$ cat config.mk
export PLATFORM = sky130hd
export DESIGN_NAME = dmem_arbiter_flat
export DESIGN_NICKNAME = d
export VERILOG_FILES = /design/src/rtl/dmem_arbiter_if.sv /design/src/rtl/dmem_arbiter.sv /design/src/flat_wrapper.sv
export SDC_FILE = /design/constraint.sdc
export NUM_CORES = 1
export LEC_CHECK = 0
export CORE_MARGIN = 2
export CORE_UTILIZATION = 30
export DETAILED_ROUTE_END_ITERATION = 7
export PLACE_DENSITY = 0.78
export RECOVER_POWER = 50
export SYNTH_ARGS = -nofsm -noshare
export SYNTH_HDL_FRONTEND = slang
export SYNTH_SLANG_ARGS = --single-unit
$ cat constraint.sdc
create_clock -name clk -period 3.4 [get_ports clk]
set_input_delay 0.51 -clock clk [delete_from_list [all_inputs] [get_ports clk]]
set_output_delay 0.51 -clock clk [all_outputs]
set_load 0.05 [all_outputs]
$ cat src/rtl/dmem_arbiter_if.sv
// Bus bundle between the data-memory arbiter, its two requesters and data_mem.
// The slave modport is the arbiter's view. The master modport is the
// environment's view: both requesters plus the memory read-data return.
interface dmem_arbiter_if;
    // Port 0 (CPU load/store)
    logic        req0;
    logic        we0;
    logic [31:0] addr0;
    logic [31:0] wdata0;
    logic        ack0;
    logic        err0;
    logic [31:0] rdata0;

    // Port 1 (debug / DMA)
    logic        req1;
    logic        we1;
    logic [31:0] addr1;
    logic [31:0] wdata1;
    logic        ack1;
    logic        err1;
    logic [31:0] rdata1;

    // data_mem side
    logic        mem_write;
    logic [31:0] mem_addr;
    logic [31:0] mem_wdata;
    logic [31:0] mem_rdata;

    // Status
    logic [1:0]  grant;
    logic        cpu_stall;

    modport slave (
        input  req0, we0, addr0, wdata0,
        output ack0, err0, rdata0,
        input  req1, we1, addr1, wdata1,
        output ack1, err1, rdata1,
        output mem_write, mem_addr, mem_wdata,
        input  mem_rdata,
        output grant, cpu_stall
    );

    modport master (
        output req0, we0, addr0, wdata0,
        input  ack0, err0, rdata0,
        output req1, we1, addr1, wdata1,
        input  ack1, err1, rdata1,
        input  mem_write, mem_addr, mem_wdata,
        output mem_rdata,
        input  grant, cpu_stall
    );
endinterface

$ cat src/rtl/dmem_arbiter.sv
// Two-port arbiter/sequencer for the single-port word data memory.
// Port 0 is the CPU load/store path, port 1 the debug/DMA master. Each
// transaction runs IDLE (sample + grant) -> ACCESS (one memory cycle) ->
// RESP (registered ack/err/rdata to the owner), so at most one transaction
// completes every three cycles.
module dmem_arbiter #(
    parameter int DEPTH        = 256,
    parameter int CPU_PRIORITY = 0
) (
    input  logic          clk,
    input  logic          reset_n,
    dmem_arbiter_if.slave bus
);

    localparam logic [1:0]  ST_IDLE    = 2'b00;
    localparam logic [1:0]  ST_ACCESS  = 2'b01;
    localparam logic [1:0]  ST_RESP    = 2'b10;

    // One past the last valid byte address; 33 bits so DEPTH*4 never wraps.
    localparam logic [32:0] ADDR_LIMIT = 33'(DEPTH) << 2;

    // Misaligned or beyond the end of memory (unsigned, no wrap-around).
    function automatic logic addr_err(input logic [31:0] addr);
        return (addr[1:0] != 2'b00) || ({1'b0, addr} >= ADDR_LIMIT);
    endfunction

    logic [1:0]  state_q,      state_d;
    logic        last_grant_q, last_grant_d;   // 0 = port 0, 1 = port 1
    logic [31:0] addr_l_q,     addr_l_d;
    logic        we_l_q,       we_l_d;
    logic [31:0] wdata_l_q,    wdata_l_d;
    logic        owner_q,      owner_d;        // 0 = port 0, 1 = port 1
    logic        err_l_q,      err_l_d;
    logic [31:0] rdata_q,      rdata_d;
    logic [1:0]  grant_q,      grant_d;

    logic        any_req;
    logic        win_port;
    logic [31:0] sel_addr;
    logic        sel_we;
    logic [31:0] sel_wdata;
    logic        in_access;
    logic        in_resp;
    logic        resp0;
    logic        resp1;

    // Pick the winning port among the current requests.
    always_comb begin
        any_req  = bus.req0 | bus.req1;
        win_port = 1'b0;
        if (bus.req0 && bus.req1) begin
            // Tie: fixed priority favours the CPU; round-robin favours the
            // port that was not granted last time.
            if (CPU_PRIORITY != 0) begin
                win_port = 1'b0;
            end else begin
                win_port = ~last_grant_q;
            end
        end else if (bus.req1) begin
            win_port = 1'b1;
        end
    end

    // Route the winner's request fields toward the latch.
    always_comb begin
        sel_addr  = win_port ? bus.addr1  : bus.addr0;
        sel_we    = win_port ? bus.we1    : bus.we0;
        sel_wdata = win_port ? bus.wdata1 : bus.wdata0;
    end

    // FSM next-state and latch updates.
    always_comb begin
        state_d      = state_q;
        last_grant_d = last_grant_q;
        addr_l_d     = addr_l_q;
        we_l_d       = we_l_q;
        wdata_l_d    = wdata_l_q;
        owner_d      = owner_q;
        err_l_d      = err_l_q;
        rdata_d      = rdata_q;
        grant_d      = grant_q;

        case (state_q)
            ST_IDLE: begin
                if (any_req) begin
                    state_d      = ST_ACCESS;
                    addr_l_d     = sel_addr;
                    we_l_d       = sel_we;
                    wdata_l_d    = sel_wdata;
                    owner_d      = win_port;
                    err_l_d      = addr_err(sel_addr);
                    last_grant_d = win_port;
                    grant_d      = win_port ? 2'b10 : 2'b01;
                end
            end
            ST_ACCESS: begin
                state_d = ST_RESP;
                // Only a clean read returns memory data; writes and errors
                // respond with zero.
                if (!we_l_q && !err_l_q) begin
                    rdata_d = bus.mem_rdata;
                end else begin
                    rdata_d = 32'h0;
                end
            end
            ST_RESP: begin
                state_d = ST_IDLE;
                grant_d = 2'b00;
            end
            default: begin
                state_d = ST_IDLE;
                grant_d = 2'b00;
            end
        endcase
    end

    // State and latch registers; everything clears on reset.
    always_ff @(posedge clk or negedge reset_n) begin
        if (!reset_n) begin
            state_q      <= ST_IDLE;
            last_grant_q <= 1'b1;
            addr_l_q     <= 32'h0;
            we_l_q       <= 1'b0;
            wdata_l_q    <= 32'h0;
            owner_q      <= 1'b0;
            err_l_q      <= 1'b0;
            rdata_q      <= 32'h0;
            grant_q      <= 2'b00;
        end else begin
            state_q      <= state_d;
            last_grant_q <= last_grant_d;
            addr_l_q     <= addr_l_d;
            we_l_q       <= we_l_d;
            wdata_l_q    <= wdata_l_d;
            owner_q      <= owner_d;
            err_l_q      <= err_l_d;
            rdata_q      <= rdata_d;
            grant_q      <= grant_d;
        end
    end

    // Output decode; mem_write follows the state register so an async reset
    // kills it mid-ACCESS before the commit edge.
    always_comb begin
        in_access     = (state_q == ST_ACCESS);
        in_resp       = (state_q == ST_RESP);
        resp0         = in_resp & ~owner_q;
        resp1         = in_resp &  owner_q;

        bus.mem_write = in_access & we_l_q & ~err_l_q;
        bus.mem_addr  = addr_l_q;
        bus.mem_wdata = wdata_l_q;

        bus.ack0      = resp0;
        bus.err0      = resp0 & err_l_q;
        bus.rdata0    = resp0 ? rdata_q : 32'h0;
        bus.ack1      = resp1;
        bus.err1      = resp1 & err_l_q;
        bus.rdata1    = resp1 ? rdata_q : 32'h0;

        bus.grant     = grant_q;
        bus.cpu_stall = bus.req0 & ~resp0;
    end

endmodule

$ cat src/flat_wrapper.sv
// flat-port wrapper written by rule: the top's interface ports become plain ports
module dmem_arbiter_flat 
#(
    parameter int DEPTH        = 256,
    parameter int CPU_PRIORITY = 0
)
  (clk, reset_n, bus_req0, bus_we0, bus_addr0, bus_wdata0, bus_ack0, bus_err0, bus_rdata0, bus_req1, bus_we1, bus_addr1, bus_wdata1, bus_ack1, bus_err1, bus_rdata1, bus_mem_write, bus_mem_addr, bus_mem_wdata, bus_mem_rdata, bus_grant, bus_cpu_stall);
  dmem_arbiter_if bus_i ();
  input  logic clk;
  input  logic reset_n;
  input wire logic [$bits(bus_i.req0)-1:0] bus_req0;
  input wire logic [$bits(bus_i.we0)-1:0] bus_we0;
  input wire logic [$bits(bus_i.addr0)-1:0] bus_addr0;
  input wire logic [$bits(bus_i.wdata0)-1:0] bus_wdata0;
  output wire logic [$bits(bus_i.ack0)-1:0] bus_ack0;
  output wire logic [$bits(bus_i.err0)-1:0] bus_err0;
  output wire logic [$bits(bus_i.rdata0)-1:0] bus_rdata0;
  input wire logic [$bits(bus_i.req1)-1:0] bus_req1;
  input wire logic [$bits(bus_i.we1)-1:0] bus_we1;
  input wire logic [$bits(bus_i.addr1)-1:0] bus_addr1;
  input wire logic [$bits(bus_i.wdata1)-1:0] bus_wdata1;
  output wire logic [$bits(bus_i.ack1)-1:0] bus_ack1;
  output wire logic [$bits(bus_i.err1)-1:0] bus_err1;
  output wire logic [$bits(bus_i.rdata1)-1:0] bus_rdata1;
  output wire logic [$bits(bus_i.mem_write)-1:0] bus_mem_write;
  output wire logic [$bits(bus_i.mem_addr)-1:0] bus_mem_addr;
  output wire logic [$bits(bus_i.mem_wdata)-1:0] bus_mem_wdata;
  input wire logic [$bits(bus_i.mem_rdata)-1:0] bus_mem_rdata;
  output wire logic [$bits(bus_i.grant)-1:0] bus_grant;
  output wire logic [$bits(bus_i.cpu_stall)-1:0] bus_cpu_stall;
  assign bus_i.req0 = bus_req0;
  assign bus_i.we0 = bus_we0;
  assign bus_i.addr0 = bus_addr0;
  assign bus_i.wdata0 = bus_wdata0;
  assign bus_ack0 = bus_i.ack0;
  assign bus_err0 = bus_i.err0;
  assign bus_rdata0 = bus_i.rdata0;
  assign bus_i.req1 = bus_req1;
  assign bus_i.we1 = bus_we1;
  assign bus_i.addr1 = bus_addr1;
  assign bus_i.wdata1 = bus_wdata1;
  assign bus_ack1 = bus_i.ack1;
  assign bus_err1 = bus_i.err1;
  assign bus_rdata1 = bus_i.rdata1;
  assign bus_mem_write = bus_i.mem_write;
  assign bus_mem_addr = bus_i.mem_addr;
  assign bus_mem_wdata = bus_i.mem_wdata;
  assign bus_i.mem_rdata = bus_mem_rdata;
  assign bus_grant = bus_i.grant;
  assign bus_cpu_stall = bus_i.cpu_stall;
  dmem_arbiter #(.DEPTH(DEPTH), .CPU_PRIORITY(CPU_PRIORITY)) u_core (.clk(clk), .reset_n(reset_n), .bus(bus_i));
endmodule
==> flow_metrics.env, run 1 <==
export IMPL_tightest_slew_ps=1950
export IMPL_period_minus_slack_ps=2780
export IMPL_route_vias_total=4527
export IMPL_postCtsSetupBuffers=0
export IMPL_grt_pass1_vias=4535
export IMPL_drv_cap=1
export IMPL_area_growth_synth_to_final_pct=67.3
export IMPL_synthDominantCellAreaShare=0.514
export IMPL_power_density_mw_per_mm2=841
export IMPL_cts_tree="done"
export IMPL_syn_area_mm2=0.00501
export IMPL_hold_class="reg -> reg"
export IMPL_synth_largest_area_cell="dfrtp_1"
export IMPL_antenna_found_initial=0
export IMPL_status="complete, but fails checks"
export IMPL_initial_core_util=0.304
export IMPL_leakage_nw=3.75
export IMPL_max_slew_margin=-0.297
export IMPL_use_met1=0.210
export IMPL_violations="max-capacitance violations, max-slew violations"
export IMPL_critPathRequiredTime_ps=2890
export IMPL_use_met2=0.288
export IMPL_insertion_delay_ps=340
export IMPL_ys_top_cells_by_area="dfrtp_1 (51%), mux2i_1 (13%), and2_1 (8.2%)"
export IMPL_ctsResizeCount=0
export IMPL_htree_num_levels=3
export IMPL_pin_count=302
export IMPL_dieArea_mm2=0.0177
export IMPL_fmax_mhz=360
export IMPL_pre_cts_slack_ps=703
export IMPL_grt_start_max_net_pins=138
export IMPL_end_kind="primary output"
export IMPL_num_antenna_cells=0
export IMPL_grt_overflow=0
export IMPL_firstDrtPassIters=4
export IMPL_multiInputGateArea_mm2=0.00217
export IMPL_synth_edf_count=0
export IMPL_fp_row_count=47
export IMPL_vdd_ir_drop_max_uv=596
export IMPL_netlist_instances=476
export IMPL_synth_xor_area_frac=0
export IMPL_numCtsBuffers=9
export IMPL_finalWeightedCongestion=0.824
export IMPL_hold_buffers=0
export IMPL_holdWs_ps=476
export IMPL_post_synth_fa_ha_maj_area_fraction=0
export IMPL_wl_per_cell_um=15.4
export IMPL_timing_setup_tns_ps=0
export IMPL_yosysMostFrequentCell="dfrtp_1"
export IMPL_seqCellArea_mm2=0.00260
export IMPL_placed_cell_area_mm2=0.00809
export IMPL_rsz0062_at_grt="false"
export IMPL_yosysWarnings=0
export IMPL_clkTransAtPathRegs_ps=60
export IMPL_asyncSetResetFlopFracSynth=1.00
export IMPL_drtIter0Drc=174
export IMPL_setup_viol=0
export IMPL_yosys_area_share_simple=0.167
export IMPL_grt_pass1_wl_um=24100
export IMPL_drive_gt1_frac=0.0808
export IMPL_cp_arrival_ps=2270
export IMPL_netlist_top_cells_count="dfrtp_1 (103), nand2_1 (68), o21ai_0 (67)"
export IMPL_synth_compound_area_frac=0.136
export IMPL_cts_num_sinks=104
export IMPL_die_w_um=133
export IMPL_core_mm2=0.0165
export IMPL_layout_nets=928
export IMPL_skew_ps=7.49
export IMPL_ys_types=25
export IMPL_synth_ff_type="dfrtp_1"
export IMPL_start_kind="register"
export IMPL_hold_violations=0
export IMPL_clk_path_buf_depth=2
export IMPL_fin_area_mm2=0.00838
export IMPL_avgSynthCellArea_um2=10.5
export IMPL_grt_use_met3=0.0476
export IMPL_grtUsageTotal=0.171
export IMPL_worst_slack_ps=619
export IMPL_hpwl_um=11700
export IMPL_cts_root_buf="clkbuf_16"
export IMPL_ant_nets=0
export IMPL_min_period_over_period=0.818
export IMPL_drt_total_wl_um=15200
export IMPL_yosysSeqAreaShare=0.520
export IMPL_die_height_um=133
export IMPL_crit_type="reg -> out"
export IMPL_report_final_slew_viol_count=78
export IMPL_grt_busiest_layer="met2"
export IMPL_synth_nets=642
export IMPL_viasPerCell=4.59
export IMPL_synthMuxAreaShare=0.130
export IMPL_portBuffers=301
export IMPL_fillers=1516
export IMPL_drc=0
export IMPL_synth_top_family_by_area="simple AND/OR/NAND/NOR gates"
export IMPL_path_max_fanout=34
export IMPL_ys_seq_elements=104
critical path, stage by stage (launching register included):
cell	delay [ps]
dfrtp_1	450
and3b_1	240
buf_4	260
and2_1	170
clkdlybuf4s50_1	810
where the power goes:
part | internal [mW] | switching, mW | total [mW]
logic | 1.31 | 2.56 | 3.87
registers | 1.75 | 0.304 | 2.06
clock network | 0.665 | 0.452 | 1.12
total | 3.73 | 3.32 | 7.05
final cells by class:
type,count,area share
timing repair buffer,310,0.357
sequential,104,0.311
multi-input combinational,333,0.259
tap,220,0.0329
clock buffer,11,0.0290
clock inverter,5,0.00956
inverter,4,0.00179
cells by family after synthesis:
group | count (synthesis)
muxes | 65
DFF | 104
and+or+nand+nor | 159
buffers and inverters | 39
AOI/OAI and AO/OA | 109
sequential cells by signal, summed over array words and instances (netlist names):
signal	count
u_core.owner_q	1
u_core.we_l_q	1
u_core.rdata_q	32
u_core.bus.mem_addr	32
u_core.bus.mem_wdata	32
u_core.bus.grant	2
u_core.state_q	2
u_core.last_grant_q	1
u_core.err_l_q	1
metrics by stage:
| stage | utilization | power, mW | instances |
|---|---|---|---|
| final | 0.509 | 7.05 | 987 |
| after global routing | 0.509 | 7.46 | 987 |
| after CTS | 0.511 | 7.18 | 987 |
| after detailed placement | 0.492 | 6.03 | 971 |
| after global placement | 0.492 | 5.96 | 971 |
| after floorplan | - | 4.64 | 476 |
cells in the final DEF (no fill, tap or decap), types with 2 or more instances in the layout:
cell             count
clkinvlp_4           2
nor2_1               3
nor4_1              12
a21oi_1              2
dfrtp_1            103
and2_1              66
mux2i_1             65
bufinv_16            2
clkdlybuf4s50_1    264
nand2b_1             2
clkbuf_1             4
o21ai_0             71
nand2_1             68
nand4_1              4
clkbuf_16            9
buf_4               39
inv_1                4
a22o_1              32
per-layer routing:
metal  vias to the layer above  wire length (um)
li1                       2225                 -
met1                      2082              6320
met2                       194              7320
met3                        26              1190
met4                         0               330
met5                         -                 0
path summary, 6_finish.rpt:
kind                                                startpoint                                   end  slack [ps]  cells after the start
setup / recovery                 u_core.state_q[0]$_DFFE_PN0N_                         bus_rdata1[5]         620                      4
hold / removal             u_core.bus.mem_wdata[7]$_DFFE_PN0P_   u_core.bus.mem_wdata[7]$_DFFE_PN0P_         480                      2
setup reg to reg                 u_core.state_q[1]$_DFFE_PN0N_        u_core.rdata_q[27]$_DFFE_PN0N_         690                      5
hold reg to reg            u_core.bus.mem_wdata[7]$_DFFE_PN0P_   u_core.bus.mem_wdata[7]$_DFFE_PN0P_         480                      2
max in group asynchronous                              reset_n  u_core.bus.mem_wdata[11]$_DFFE_PN0P_        1210                      2
min in group asynchronous                              reset_n         u_core.rdata_q[7]$_DFFE_PN0N_         710                      1
(Power assumes the default switching activity.)
==> run 2, diff against run 1 <==
clock period = 2.8 ns   (was 3.4 ns; I/O delays follow)
==> run 2 against run 1 <==
The flow still finishes with violations (max-capacitance violations, max-slew violations). Utilization grew 4.8 points. Global-route usage grew 1.1 points. Sequential power grew 22%. Via count grew 1.4%. Worst hold slack gained 1.4 ps. Sequential cell count is the same. Total power grew 24%. Register-to-register slack lost 110 ps. Design area grew 9.5%. Non-clock buffer count grew 5. Routed wire length grew 7.8%. Highest routed layer unchanged.
==> flow_metrics.env, run 2 (same netlist as run 1, synthesis figures left out) <==
export IMPL_whs_path_depth=2
export IMPL_numCtsBuffers=9
export IMPL_initial_core_util=0.304
export IMPL_fillers=1404
export IMPL_cp_arrival_ps=2480
export IMPL_wl_per_cell_um=16.5
export IMPL_fp_row_count=47
export IMPL_leakage_nw=4.04
export IMPL_layout_nets=933
export IMPL_tightest_slew_ps=1720
export IMPL_viasPerCell=4.63
export IMPL_grtUsageTotal=0.182
export IMPL_routed_top_layer="met4"
export IMPL_power_density_mw_per_mm2=950
export IMPL_area_growth_synth_to_final_pct=83.2
export IMPL_cts_tree="done"
export IMPL_rsz0062_at_grt="false"
export IMPL_critPathRequiredTime_ps=3000
export IMPL_fmax_mhz=438
export IMPL_pin_count=302
export IMPL_violations="max-capacitance violations, max-slew violations"
export IMPL_hold_class="reg -> reg"
export IMPL_insertion_delay_ps=350
export IMPL_grt_overflow=0
export IMPL_routed_wl_met2_um=8170
export IMPL_timing_setup_tns_ps=0
export IMPL_skew_ps=16.2
export IMPL_rr_worst_depth=5
export IMPL_hold_violations=0
export IMPL_ant_nets=0
export IMPL_min_period_over_period=0.815
export IMPL_setup_viol=0
export IMPL_clkTransAtPathRegs_ps=70
export IMPL_core_mm2=0.0165
export IMPL_htree_num_levels=3
export IMPL_vdd_ir_drop_max_uv=585
export IMPL_drc=0
export IMPL_die_height_um=133
export IMPL_die_w_um=133
export IMPL_clk_path_buf_depth=2
export IMPL_grt_start_max_net_pins=126
export IMPL_start_kind="primary input"
export IMPL_end_kind="register"
export IMPL_num_antenna_cells=0
export IMPL_dp_cells=976
export IMPL_grt_pass1_wl_um=25700
export IMPL_firstDrtPassIters=4
export IMPL_route_vias_total=4592
export IMPL_postCtsSetupBuffers=0
export IMPL_wirelength_met1_um=6800
export IMPL_grt_pass1_vias=4688
export IMPL_path_max_fanout=6
export IMPL_hold_buffers=0
export IMPL_drv_cap=1
export IMPL_max_slew_margin=-0.144
export IMPL_dieArea_mm2=0.0177
export IMPL_status="complete, but fails checks"
export IMPL_finalWeightedCongestion=0.841
export IMPL_drtIter0Drc=200
export IMPL_final_common_cell="clkdlybuf4s50_1"
export IMPL_period_minus_slack_ps=2280
export IMPL_layoutNonFillerInstCount=992
export IMPL_antenna_found_initial=0
export IMPL_cts_num_sinks=104
export IMPL_ctsResizeCount=0
export IMPL_portBuffers=301
export IMPL_drt_total_wl_um=16300
export IMPL_hpwl_um=12600
export IMPL_cts_root_buf="clkbuf_16"
export IMPL_report_final_slew_viol_count=30
export IMPL_crit_type="in -> reg"
export IMPL_met3_length_um=1120
export IMPL_drive_gt1_frac=0.132
export IMPL_final_cell_mix="clkdlybuf4s50_1 (229), dfrtp_1 (103), buf_12 (71)"
-- run 2: changes by cell type in the layout (fill, tap and decap cells not counted), sizes merged --
cell / before / now
clkinv: 1 / 2
buf: 40 / 80
clkbuf: 16 / 17
clkinvlp: 2 / 0
inv: 4 / 6
clkdlybuf4s50: 264 / 229
bufinv: 2 / 0
-- run 2: final timing paths --
kind	from	endpoint	slack, ps
max in group asynchronous	reset_n	u_core.bus.mem_wdata[11]$_DFFE_PN0P_	840
max reg2reg	u_core.state_q[0]$_DFFE_PN0N_	u_core.rdata_q[17]$_DFFE_PN0N_	580
min in group asynchronous	reset_n	u_core.rdata_q[7]$_DFFE_PN0N_	510
max	bus_req0	u_core.err_l_q$_DFFE_PN0P_	520
min	u_core.bus.mem_wdata[5]$_DFFE_PN0P_	u_core.bus.mem_wdata[5]$_DFFE_PN0P_	480
min reg2reg	u_core.bus.mem_wdata[5]$_DFFE_PN0P_	u_core.bus.mem_wdata[5]$_DFFE_PN0P_	480
-- run 2: final cells by class --
class | count | area [um^2] | area share
Clock inverter | 4 | 35.0 | 0.00382
Timing Repair Buffer | 315 | 3810 | 0.415
Tap cell | 220 | 275 | 0.0300
Sequential cell | 104 | 2600 | 0.284
Inverter | 4 | 15.0 | 0.00164
Clock buffer | 12 | 267 | 0.0290
Multi-Input combinational cell | 333 | 2170 | 0.236
-- run 2: through the flow --
stage / total power, mW / hold slack [ps] / setup WS (ps) / util / instance area, um^2
floorplan: 5.63 / 124 / 304 / - / 5010
global placement: 7.46 / 380 / 548 / 0.541 / 8910
detailed placement: 7.55 / 382 / 495 / 0.541 / 8910
CTS: 8.87 / 0.841 / 598 / 0.559 / 9210
global route: 9.20 / 499 / 335 / 0.557 / 9180
finish: 8.72 / 477 / 518 / 0.557 / 9180
-- run 2: worst max-delay path, stage by stage --
cell,delay (ps)
dlygate4sd3_1,590
a21boi_0,890
nand4_1,260
a22oi_1,220
o21ai_0,100
-- run 2: per-layer routing --
layer,vias to the layer above,global-route usage
met1,2154,0.223
li1,2234,-
met5,-,0
met3,19,0.0544
met4,0,0.0461
met2,185,0.316
-- run 2: report_power, final --
group          internal, mW  switching [mW]  leakage, nW  total, mW
Combinational          1.76            3.18         2.57       4.94
Clock                 0.687           0.583        0.150       1.27
Sequential             2.13           0.383         1.31       2.51
==> run 3, diff against run 2 <==
clock period = 2.2 ns   (was 2.8 ns; I/O delays follow)
==> run 3 against run 2 <==
The run now ends clean. Routed wire length hardly changed. Total power grew 28%. Clock power increased by 29%. First-iteration DRC count rose by 5.5%. Critical endpoint is now bus_rdata1[29]. Largest power group unchanged.
==> flow_metrics.env, run 3 (same netlist as run 1, synthesis figures left out) <==
export IMPL_drtIter0Drc=211
export IMPL_max_slew_margin=0.369
export IMPL_postCtsSetupBuffers=0
export IMPL_portBuffers=301
export IMPL_layout_nets=936
export IMPL_tightest_slew_ps=947
export IMPL_wirelength_met1_um=6570
export IMPL_insertion_delay_ps=350
export IMPL_die_height_um=133
export IMPL_routed_wl_met2_um=8190
export IMPL_start_kind="register"
export IMPL_cp_slowest_cell="dfrtp_1"
export IMPL_path_depth=4
export IMPL_drt_total_wl_um=16300
export IMPL_drv_cap=0
export IMPL_r2r_end="u_core.bus.mem_wdata[0]$_DFFE_PN0P_"
export IMPL_vdd_ir_drop_max_uv=692
export IMPL_finalWeightedCongestion=0.824
export IMPL_crit_family="simple AND/OR/NAND/NOR gates"
export IMPL_end_kind="primary output"
export IMPL_report_final_slew_viol_count=0
export IMPL_rsz0062_at_grt="false"
export IMPL_clkTransAtPathRegs_ps=80
export IMPL_cp_arrival_ps=1750
export IMPL_hold_violations=0
export IMPL_period_minus_slack_ps=2080
export IMPL_status="complete, no violations"
export IMPL_die_w_um=133
export IMPL_grt_overflow=0
export IMPL_drc=0
export IMPL_met3_length_um=1220
export IMPL_final_cell_mix="clkdlybuf4s50_1 (229), dfrtp_1 (103), buf_12 (72)"
export IMPL_min_period_over_period=0.945
export IMPL_clk_path_buf_depth=2
export IMPL_max_stage_delay_ps=460
export IMPL_cts_num_sinks=104
export IMPL_cts_root_buf="clkbuf_16"
export IMPL_hpwl_um=12700
export IMPL_final_common_cell="clkdlybuf4s50_1"
export IMPL_finalPower_mw=11.1
export IMPL_skew_ps=8.85
export IMPL_grt_start_max_net_pins=78
export IMPL_cts_tree="done"
export IMPL_route_vias_total=4644
export IMPL_pin_count=302
export IMPL_worstPathCellList="and3b_1 > buf_4 > and2_1 > buf_12"
export IMPL_num_antenna_cells=0
export IMPL_grt_pass1_vias=5006
export IMPL_leakage_nw=4.05
export IMPL_reg2reg_from="u_core.last_grant_q$_DFFE_PN1P_"
export IMPL_rr_worst_depth=4
export IMPL_grt_pass1_wl_um=26100
export IMPL_numCtsBuffers=9
export IMPL_ant_nets=0
export IMPL_startpoint="u_core.state_q[0]$_DFFE_PN0N_"
export IMPL_dieArea_mm2=0.0177
export IMPL_holdWs_ps=434
export IMPL_setup_viol=0
export IMPL_viasPerCell=4.67
export IMPL_fp_row_count=47
export IMPL_antenna_found_initial=0
export IMPL_hold_class="in -> async"
export IMPL_timing_setup_tns_ps=0
export IMPL_layoutNonFillerInstCount=995
export IMPL_dp_cells=978
export IMPL_initial_core_util=0.304
export IMPL_critPathRequiredTime_ps=1870
export IMPL_drive_gt1_frac=0.135
export IMPL_worst_path_buf_inv=2
export IMPL_firstDrtPassIters=4
export IMPL_core_mm2=0.0165
export IMPL_area_growth_synth_to_final_pct=83.8
export IMPL_reg2reg_slack_ps=180
export IMPL_routed_top_layer="met4"
export IMPL_path_max_fanout=34
export IMPL_fmax_mhz=481
export IMPL_htree_num_levels=3
export IMPL_power_density_mw_per_mm2=1210
export IMPL_crit_type="reg -> out"
export IMPL_grtUsageTotal=0.186
export IMPL_wl_per_cell_um=16.4
-- run 3: cell count changes in the layout (fill, tap and decap cells not counted), moves of 2 or more --
cell and change:
buf_4 -3, clkbuf_2 +2, clkbuf_8 -2, clkinv_2 +2, inv_6 -2
-- run 3: report_power, final --
part           internal (mW)  switching (mW)
sequential              2.71           0.473
clock                  0.913           0.729
combinational           2.26            4.05
-- run 3: how the worst max path moves through the flow --
| stage | to | slack (ps) |
|---|---|---|
| CTS | bus_rdata0[1] | 50 |
| global route | bus_rdata1[9] | 8 |
| detailed placement | u_core.bus.mem_wdata[12]$_DFFE_PN0P_ | 240 |
| floorplan | bus_rdata1[22] | 40 |
| finish | bus_rdata1[29] | 120 |
| global placement | u_core.bus.mem_addr[26]$_DFFE_PN0P_ | 280 |
-- run 3: layout make-up --
class | count | area [um^2]
Clock buffer | 11 | 243
Clock inverter | 5 | 56.3
Fill cell | 1411 | 7260
Inverter | 4 | 15.0
Multi-Input combinational cell | 333 | 2170
Sequential cell | 104 | 2600
Tap cell | 220 | 275
Timing Repair Buffer | 318 | 3840
-- run 3: timing repair --
action | 4_1_cts | 5_1_grt
setup endpoints to repair | 0 | 2
gates resized for setup | 0 | 1
hold buffers | 1 | 0
endpoints found under the hold margin | 24 | 0
-- run 3: metal layers --
metal / vias up / track usage
li1: 2245 / -
met1: 2179 / 0.214
met2: 196 / 0.328
met3: 24 / 0.0597
met4: 0 / 0.0603
met5: - / 0
-- run 3: through the flow --
| stage | utilization | worst slack, ps | instance area (um^2) |
|---|---|---|---|
| finish | 0.559 | 121 | 9210 |
| global route | 0.559 | 7.83 | 9210 |
| CTS | 0.563 | 47.6 | 9270 |
| detailed placement | 0.544 | 241 | 8960 |
| global placement | 0.544 | 277 | 8960 |
| floorplan | - | 44.3 | 5020 |
